## config.mk

```make
export PLATFORM = sky130hd
export DESIGN_NAME = lane_loader
export DESIGN_NICKNAME = d
export VERILOG_FILES = /design/src/rtl/lane_loader.sv
export SDC_FILE = /design/constraint.sdc
export NUM_CORES = 1
export LEC_CHECK = 0
export ABC_AREA = 1
export ABC_CLOCK_PERIOD_IN_PS = 3130
export BUFFER_PORTS_ARGS = -buffer_cell sky130_fd_sc_hd__buf_2
export CAP_MARGIN = 25
export CORE_MARGIN = 1.5
export CORE_UTILIZATION = 62
export DETAILED_ROUTE_END_ITERATION = 16
export PLACE_DENSITY = 0.9
export SETUP_SLACK_MARGIN = 0.3
export SYNTH_ARGS = -nofsm -noshare
export SYNTH_HDL_FRONTEND = slang
export SYNTH_SLANG_ARGS = --single-unit
```

## constraint.sdc

```tcl
create_clock -name i_clk -period 3.13 [get_ports i_clk]
set_clock_uncertainty 0.1 [all_clocks]
set_input_delay 0.313 -clock i_clk [delete_from_list [all_inputs] [get_ports i_clk]]
set_output_delay 0.313 -clock i_clk [all_outputs]
set_load 0.03 [all_outputs]
```

## src/rtl/lane_loader.sv

```systemverilog
// Collects WD-bit lane words into 5-lane frames and hands each frame to a registered
// output stage. A frame may be closed early by i_din_last. A second frame can be held
// in the fill buffer while the output stage is stalled.
module lane_loader #(
  parameter int WD = 4
) (
  input  logic          i_clk,
  input  logic          i_rst,
  input  logic [WD-1:0] i_din,
  input  logic          i_din_valid,
  input  logic          i_din_last,
  output logic          o_din_ready,
  output logic [WD-1:0] o_out0,
  output logic [WD-1:0] o_out1,
  output logic [WD-1:0] o_out2,
  output logic [WD-1:0] o_out3,
  output logic [WD-1:0] o_out4,
  output logic          o_out_valid,
  input  logic          i_out_ready,
  output logic          o_out_short,
  output logic [7:0]    o_frame_cnt
);

  typedef enum logic {S_FILL, S_PEND} state_t;

  state_t        r_state, w_state_nxt;
  logic [WD-1:0] r_fill [5];
  logic [WD-1:0] r_out  [5];
  logic [WD-1:0] w_closed [5];
  logic [2:0]    r_idx;
  logic          r_fill_short, r_out_valid, r_out_short;
  logic [7:0]    r_frame_cnt;
  logic          w_din_ready, w_acc, w_take, w_close, w_short, w_out_free;
  logic          w_load_close, w_load_fill;

  assign w_din_ready = !i_rst && (r_state == S_FILL);
  assign w_acc       = i_din_valid && w_din_ready;
  assign w_take      = !i_rst && r_out_valid && i_out_ready;
  assign w_out_free  = !r_out_valid || i_out_ready;
  assign w_close     = w_acc && ((r_idx == 3'd4) || i_din_last);
  assign w_short     = i_din_last && (r_idx != 3'd4);

  // The closing frame: accepted lanes, the current word, and zeros past it.
  always_comb begin
    for (int k = 0; k < 5; k++) begin
      if (3'(k) == r_idx)     w_closed[k] = i_din;
      else if (3'(k) < r_idx) w_closed[k] = r_fill[k];
      else                    w_closed[k] = '0;
    end
  end

  always_ff @(posedge i_clk) begin
    if (i_rst) r_state <= S_FILL;
    else       r_state <= w_state_nxt;
  end

  // NOTE: every signal written here gets a default first, so no path leaves one unassigned and no latch is inferred.
  always_comb begin
    w_state_nxt  = r_state;
    w_load_close = 1'b0;
    w_load_fill  = 1'b0;
    case (r_state)
      S_FILL: begin
        if (w_close) begin
          if (w_out_free) w_load_close = 1'b1;
          else            w_state_nxt  = S_PEND;
        end
      end
      S_PEND: begin
        if (i_out_ready) begin
          w_load_fill = 1'b1;
          w_state_nxt = S_FILL;
        end
      end
      default: w_state_nxt = S_FILL;
    endcase
  end

  // NOTE: state registers use non-blocking assignments so every register samples pre-edge values.
  always_ff @(posedge i_clk) begin
    if (i_rst) begin
      // NOTE: the fill buffer is cleared on reset so a discarded partial frame cannot leak into later lanes.
      r_fill       <= '{default: '0};
      r_out        <= '{default: '0};
      r_idx        <= '0;
      r_fill_short <= 1'b0;
      r_out_valid  <= 1'b0;
      r_out_short  <= 1'b0;
      r_frame_cnt  <= '0;
    end else begin
      if (w_take) r_frame_cnt <= r_frame_cnt + 8'd1;
      if (w_load_close) begin
        r_out       <= w_closed;
        r_out_short <= w_short;
        r_out_valid <= 1'b1;
        r_fill      <= '{default: '0};
        r_idx       <= '0;
      end else if (w_load_fill) begin
        r_out        <= r_fill;
        r_out_short  <= r_fill_short;
        r_out_valid  <= 1'b1;
        r_fill       <= '{default: '0};
        r_fill_short <= 1'b0;
        r_idx        <= '0;
      end else begin
        if (w_take) r_out_valid <= 1'b0;
        if (w_close) begin
          // Output stage busy: park the closed frame until it drains.
          r_fill       <= w_closed;
          r_fill_short <= w_short;
          r_idx        <= '0;
        end else if (w_acc) begin
          r_fill[r_idx] <= i_din;
          r_idx         <= r_idx + 3'd1;
        end
      end
    end
  end

  assign o_din_ready = w_din_ready;
  assign o_out0      = r_out[0];
  assign o_out1      = r_out[1];
  assign o_out2      = r_out[2];
  assign o_out3      = r_out[3];
  assign o_out4      = r_out[4];
  assign o_out_valid = r_out_valid;
  assign o_out_short = r_out_short;
  assign o_frame_cnt = r_frame_cnt;

endmodule

```

== After elaboration in Yosys (flattened, before gate mapping) ==
Index checks and enable logic that the tools add are counted.
Cells by class
  order comparisons: 7
  equal/unequal tests: 6
  reductions and logical operators: 19
  add/sub/neg operators: 2
  muxes and demuxes: 33
  bitwise logic cells: 3
Operator list (count)
  two-way mux 20 bit: 4
  two-way mux 4 bit: 11
  bitwise mux 20 bit: 1
  two-way mux 1 bit: 15
  demux 4 bit (select 3 bit): 1
  adder 8 x 1 -> 8 bit (second input constant): 1
  logical AND 1 bit: 7
  equality test 2 x 3 -> 1 bit (first input constant): 2
  < comparator 1 x 3 -> 1 bit (first input constant): 2
  < comparator 2 x 3 -> 1 bit (first input constant): 2
  nonzero test 2 bit: 3
  >= comparator 4 bit (second input constant): 1
  < comparator 4 x 1 -> 1 bit (second input constant): 1
  inverter 3 -> 4 bit: 1
  OR reduction 4 bit: 1
  adder 3 x 1 -> 3 bit (second input constant): 1
  equality test 1 x 3 -> 1 bit (first input constant): 1
  equality test 3 bit (first input constant): 1
  equality test 3 bit (second input constant): 1
  logical NOT 3 bit: 1
  < comparator 3 bit (first input constant): 1
  inequality test 3 bit (second input constant): 1
  nonzero test 3 bit: 1
  OR reduction 3 bit: 1
  other kinds (5): 8
Word-level totals
  word-level logic and storage cells: 86
  bits of input ports: 9
  bits in registers: 55

== Logic depth before layout (Yosys ltp) ==
  word-level depth: 8
  mapped depth: 12
  depth with buffers taken out: 11

== Worst setup path before layout ==
No wires, ideal clock.
  kind: register -> register
  start point: register r_idx[0]
  end point: register r_fill[19] in the netlist's numbering
  arrival: 1.548 ns
  buffers on the path: 2
  path slack: 1.364 ns
  required time: 2.912 ns
  cell stages (with the launch flop): 11
  cell sequence: dfxtp_1 -> buf_4 -> inv_2 -> ha_1 -> a21oi_1 -> nor2_2 -> buf_4 -> nor2_1 -> nand2_1 -> nand2_1 -> nor3_2
Between the ends
  cells in the longest elaborated chain, start to end: 8
RTL lines
  from (decl): RTL line 30  | logic [2:0] r_idx;
  from (signal assigned): RTL line 114  | r_idx <= r_idx + 3'd1;
  inverter 3 -> 4 bit (not written as such): RTL line 113  | r_fill[r_idx] <= i_din;
  >= comparator 4 bit (not written as such) or < comparator 4 x 1 -> 1 bit (tied branches): RTL line 113
  logical AND 1 bit (not written as such): RTL line 113
  two-way mux 4 bit (not written as such): RTL line 113
  demux 4 bit (select 3 bit): RTL line 113
  bitwise mux 20 bit: RTL line 113
  two-way mux 20 bit: RTL line 112  | end else if (w_acc) begin
  two-way mux 20 bit: RTL line 107  | if (w_close) begin
  to (signal assigned): RTL line 109  | r_fill <= w_closed;
  to (signal, indexed assignment): RTL line 113
  to (decl): RTL line 27  | logic [WD-1:0] r_fill [5];
Parallel ways exist; a longest one is shown, timed or not. The select of a mux whose other input is x is not followed.
A chain may end at the register's enable or synchronous reset.

== Final worst setup path ==
  start point: register r_idx[0]
  end point: register r_idx[0]
Between the ends
  cells in the longest elaborated chain, start to end: 6
RTL lines
  equality test 3 bit: RTL line 40  | assign w_close = w_acc && ((r_idx == 3'd4) || i_din_last);
  logical OR 1 bit: RTL line 40
  logical AND 1 bit: RTL line 40
  two-way mux 1 bit: RTL line 64  | if (w_close) begin
  two-way mux 1 bit: RTL line 62  | case (r_state)
  OR reduction 4 bit (no line)
Parallel ways exist; a longest one is shown, timed or not.

==> flow_metrics.py <==
metrics = {
    "route": {
        "wl_per_cell_um": 13.04,
        "drtAntennaViolNets": 0,
        "drc": 0,
        "dr_total_vias": 3074,
        "drt_first_iter_violations": 278,
        "viasPerCell": 5.489,
        "firstDrtPassIters": 5,
        "wirelength_um": 7304,
    },
    "synthesis": {
        "yosysSeqAreaShare": 0.3664,
        "async_reset_ff_frac": 0,
        "netlist_top_cells_count": "217 x nand2_1, 55 x dfxtp_1, 39 x nand3_1, 36 x inv_1, 26 x nor2_1",
        "ys_top_cells_by_area": "dfxtp_1 37%, nand2_1 27%, nand3_1 6.5%",
        "synth_top_flop_cell": "dfxtp_1",
        "syn_area_per_cell_um2": 6.340,
        "synth_warnings": 0,
        "syn_area_um2": 3005,
        "synth_top_area_share": 0.3664,
        "syn_nets": 487,
        "synthCells": 474,
        "yosysTopAreaCell": "dfxtp_1",
        "synth_enable_flop_cells": 0,
        "yosys_register_bits": 55,
        "yosysMostFrequentCell": "nand2_1",
        "ys_types": 27,
    },
    "global_routing": {
        "grtUsageTotal": 0.2935,
        "grt_max_degree": 27,
        "grt_pass1_wl_um": 12270,
        "grt_pass1_vias": 2763,
        "antenna_found_initial": 0,
        "globalRoute.totalOverflow": 0,
    },
    "die": {
        "std_cell_rows": 25,
        "ios": 40,
        "die_w_um": 72.63,
        "core_um2": 4692,
        "floorplan.initialDensity": 0.6405,
        "die_h_um": 72.63,
        "die_area_um2": 5274,
    },
    "finish": {
        "diodes": 0,
        "design_area_um2": 3267,
        "final_util": 0.6963,
        "syn_to_final_growth_pct": 8.701,
        "fillerInstances": 415,
        "finalNetCount": 518,
        "drive_gt1_frac": 0.1502,
    },
    "worst_setup_path": {
        "end_kind": "flip-flop",
        "arrival_ps": 2520,
        "rr_worst_depth": 9,
        "start_kind": "flip-flop",
        "reg2reg_from": "r_idx[0]",
        "cp_max_fo": 26,
        "r2r_slack_ps": 760,
        "cp.required_ps": 3280,
        "path_class": "flip-flop to flip-flop",
        "reg2reg_to": "r_idx[0]",
    },
    "sta": {
        "fin_crit_ps": 2373,
        "rsz0062_at_grt": "no",
        "worst_slew_pin_slew_ps": 681.4,
        "slew_violations": 0,
        "hold_viol_final": 0,
        "setup_viol": 0,
        "fmax_mhz": 421.4,
        "timing.final.crit_share": 0.7582,
        "setup_ws_ps": 756.9,
        "tns_ps": 0,
        "slew_headroom": 0.5452,
        "hold_ws_ps": 177.6,
    },
    "min_path": {
        "hold_class": "primary input to flip-flop",
        "min_to": "r_state",
        "hold_path_depth": 2,
        "holdCritStartpoint": "i_rst",
    },
    "placed_design": {
        "pre_cts_ws_ps": 840.1,
        "gp_congestion": 0.9830,
        "numPortBuffers": 39,
        "dp_hpwl_um": 5044,
        "place_area_um2": 3163,
    },
    "clock_network": {
        "htreeDepth": 2,
        "cts_tree": "yes",
        "cts_setup_buffers": 0,
        "cts.sinks": 55,
        "holdBufCountCts": 0,
        "clock_path_buffers": 2,
        "clkSlewWorstSetupHoldPaths_ps": 90,
        "clkLatencyLatePin_ps": 310,
        "cts_resized": 0,
        "cts_made_buffers": 5,
        "cts_root_buffer": "clkbuf_8",
    },
    "power": {
        "vdd_drop_max_mv": 0.3428,
        "power.leakage_uw": 0.001698,
        "power_density_nw_per_um2": 399.5,
    },
    "flow_run": {
        "max_cap_violations": 0,
    },
    "run_status": {
        "status": "completed",
    },
}
==> cells in the final DEF, fill, tap and decap left out, drive strengths merged <==
master | synthesis | final
o21ai | 21 | 21
xor2 | 4 | 4
buf | 13 | 40
nand4 | 1 | 1
dfxtp | 55 | 55
clkbuf | 3 | 7
a21oi | 23 | 23
ha | 4 | 4
nand3 | 42 | 42
nand2 | 231 | 231
nor3 | 7 | 7
inv | 40 | 40
clkinvlp | 0 | 1
nor2 | 30 | 30
==> how the worst max path moves through the flow <==
stage                     slack (ps)     start    endpoint  cells after the start
after floorplan                 1360  r_idx[0]  r_fill[19]                     10
after global placement           960  r_idx[0]    r_idx[0]                      9
after detailed placement         840  r_idx[0]    r_idx[0]                      9
after CTS                        770  r_idx[0]    r_idx[0]                      9
after global routing             620  r_idx[0]    r_idx[0]                      9
final                            760  r_idx[0]    r_idx[0]                      9
==> layout make-up <==
type / instances / area, um2 / share of cell area
clock inverters: 1 / 7.507 / 0.002298
inverters: 40 / 155.1 / 0.04749
clock buffers: 7 / 96.34 / 0.02949
well taps: 54 / 67.56 / 0.02068
flip-flops and latches: 55 / 1101 / 0.3370
repair buffers: 40 / 202.7 / 0.06205
multi-input cells: 363 / 1637 / 0.5010
==> worst max-delay path, stage by stage, from the launching register on <==
cell and delay, ps:
dfxtp_1 520, inv_2 110, ha_1 310, nand2_1 170, nand2_2 120, nand3_4 120, nand3_4 200, inv_4 360
nand2_1 150, nor2_1 140
==> sequential cells by signal (all words and copies together) (netlist names) <==
| register | cells |
|---|---|
| o_frame_cnt | 8 |
| o_out_short | 1 |
| r_fill_short | 1 |
| o_out1 | 4 |
| o_out4 | 4 |
| o_out2 | 4 |
| r_idx | 3 |
| o_out_valid | 1 |
| r_fill | 20 |
| o_out0 | 4 |
| r_state | 1 |
| o_out3 | 4 |
==> routing by layer <==
metal  track usage  up-vias  wire [um]
met5             0        -          0
met4        0.1447        0        215
met3       0.04972       26        511
met2        0.4781      156       3324
met1        0.3760     1359       3253
li1              -     1533          -
==> cells by family (layout without fill, tap and decap cells) <==
| group | Yosys count | count (layout) | share of synthesized area |
|---|---|---|---|
| fa+ha+maj | 4 | 4 | 0.01665 |
| flops | 55 | 55 | 0.3664 |
| xor+xnor | 4 | 4 | 0.01166 |
| simple gates | 311 | 311 | 0.4430 |
| compound gates | 44 | 44 | 0.07327 |
| buf+inv | 56 | 88 | 0.08909 |
==> per-stage QoR <==
stage	std cells	power, uW
after CTS	560	1305
final	560	1305
after global placement	552	882.1
after global routing	560	1349
after floorplan	474	854.1
after detailed placement	552	886.7
==> power by group <==
group / leakage, uW / switching, uW / total (uW) / internal [uW]
Clock: 0.0000505 / 228 / 430 / 202
Sequential: 0.000445 / 11.8 / 725 / 714
Combinational: 0.00120 / 111 / 150 / 39.0
Total: 0.00170 / 351 / 1310 / 954
Power figures use the tool's default switching activity.
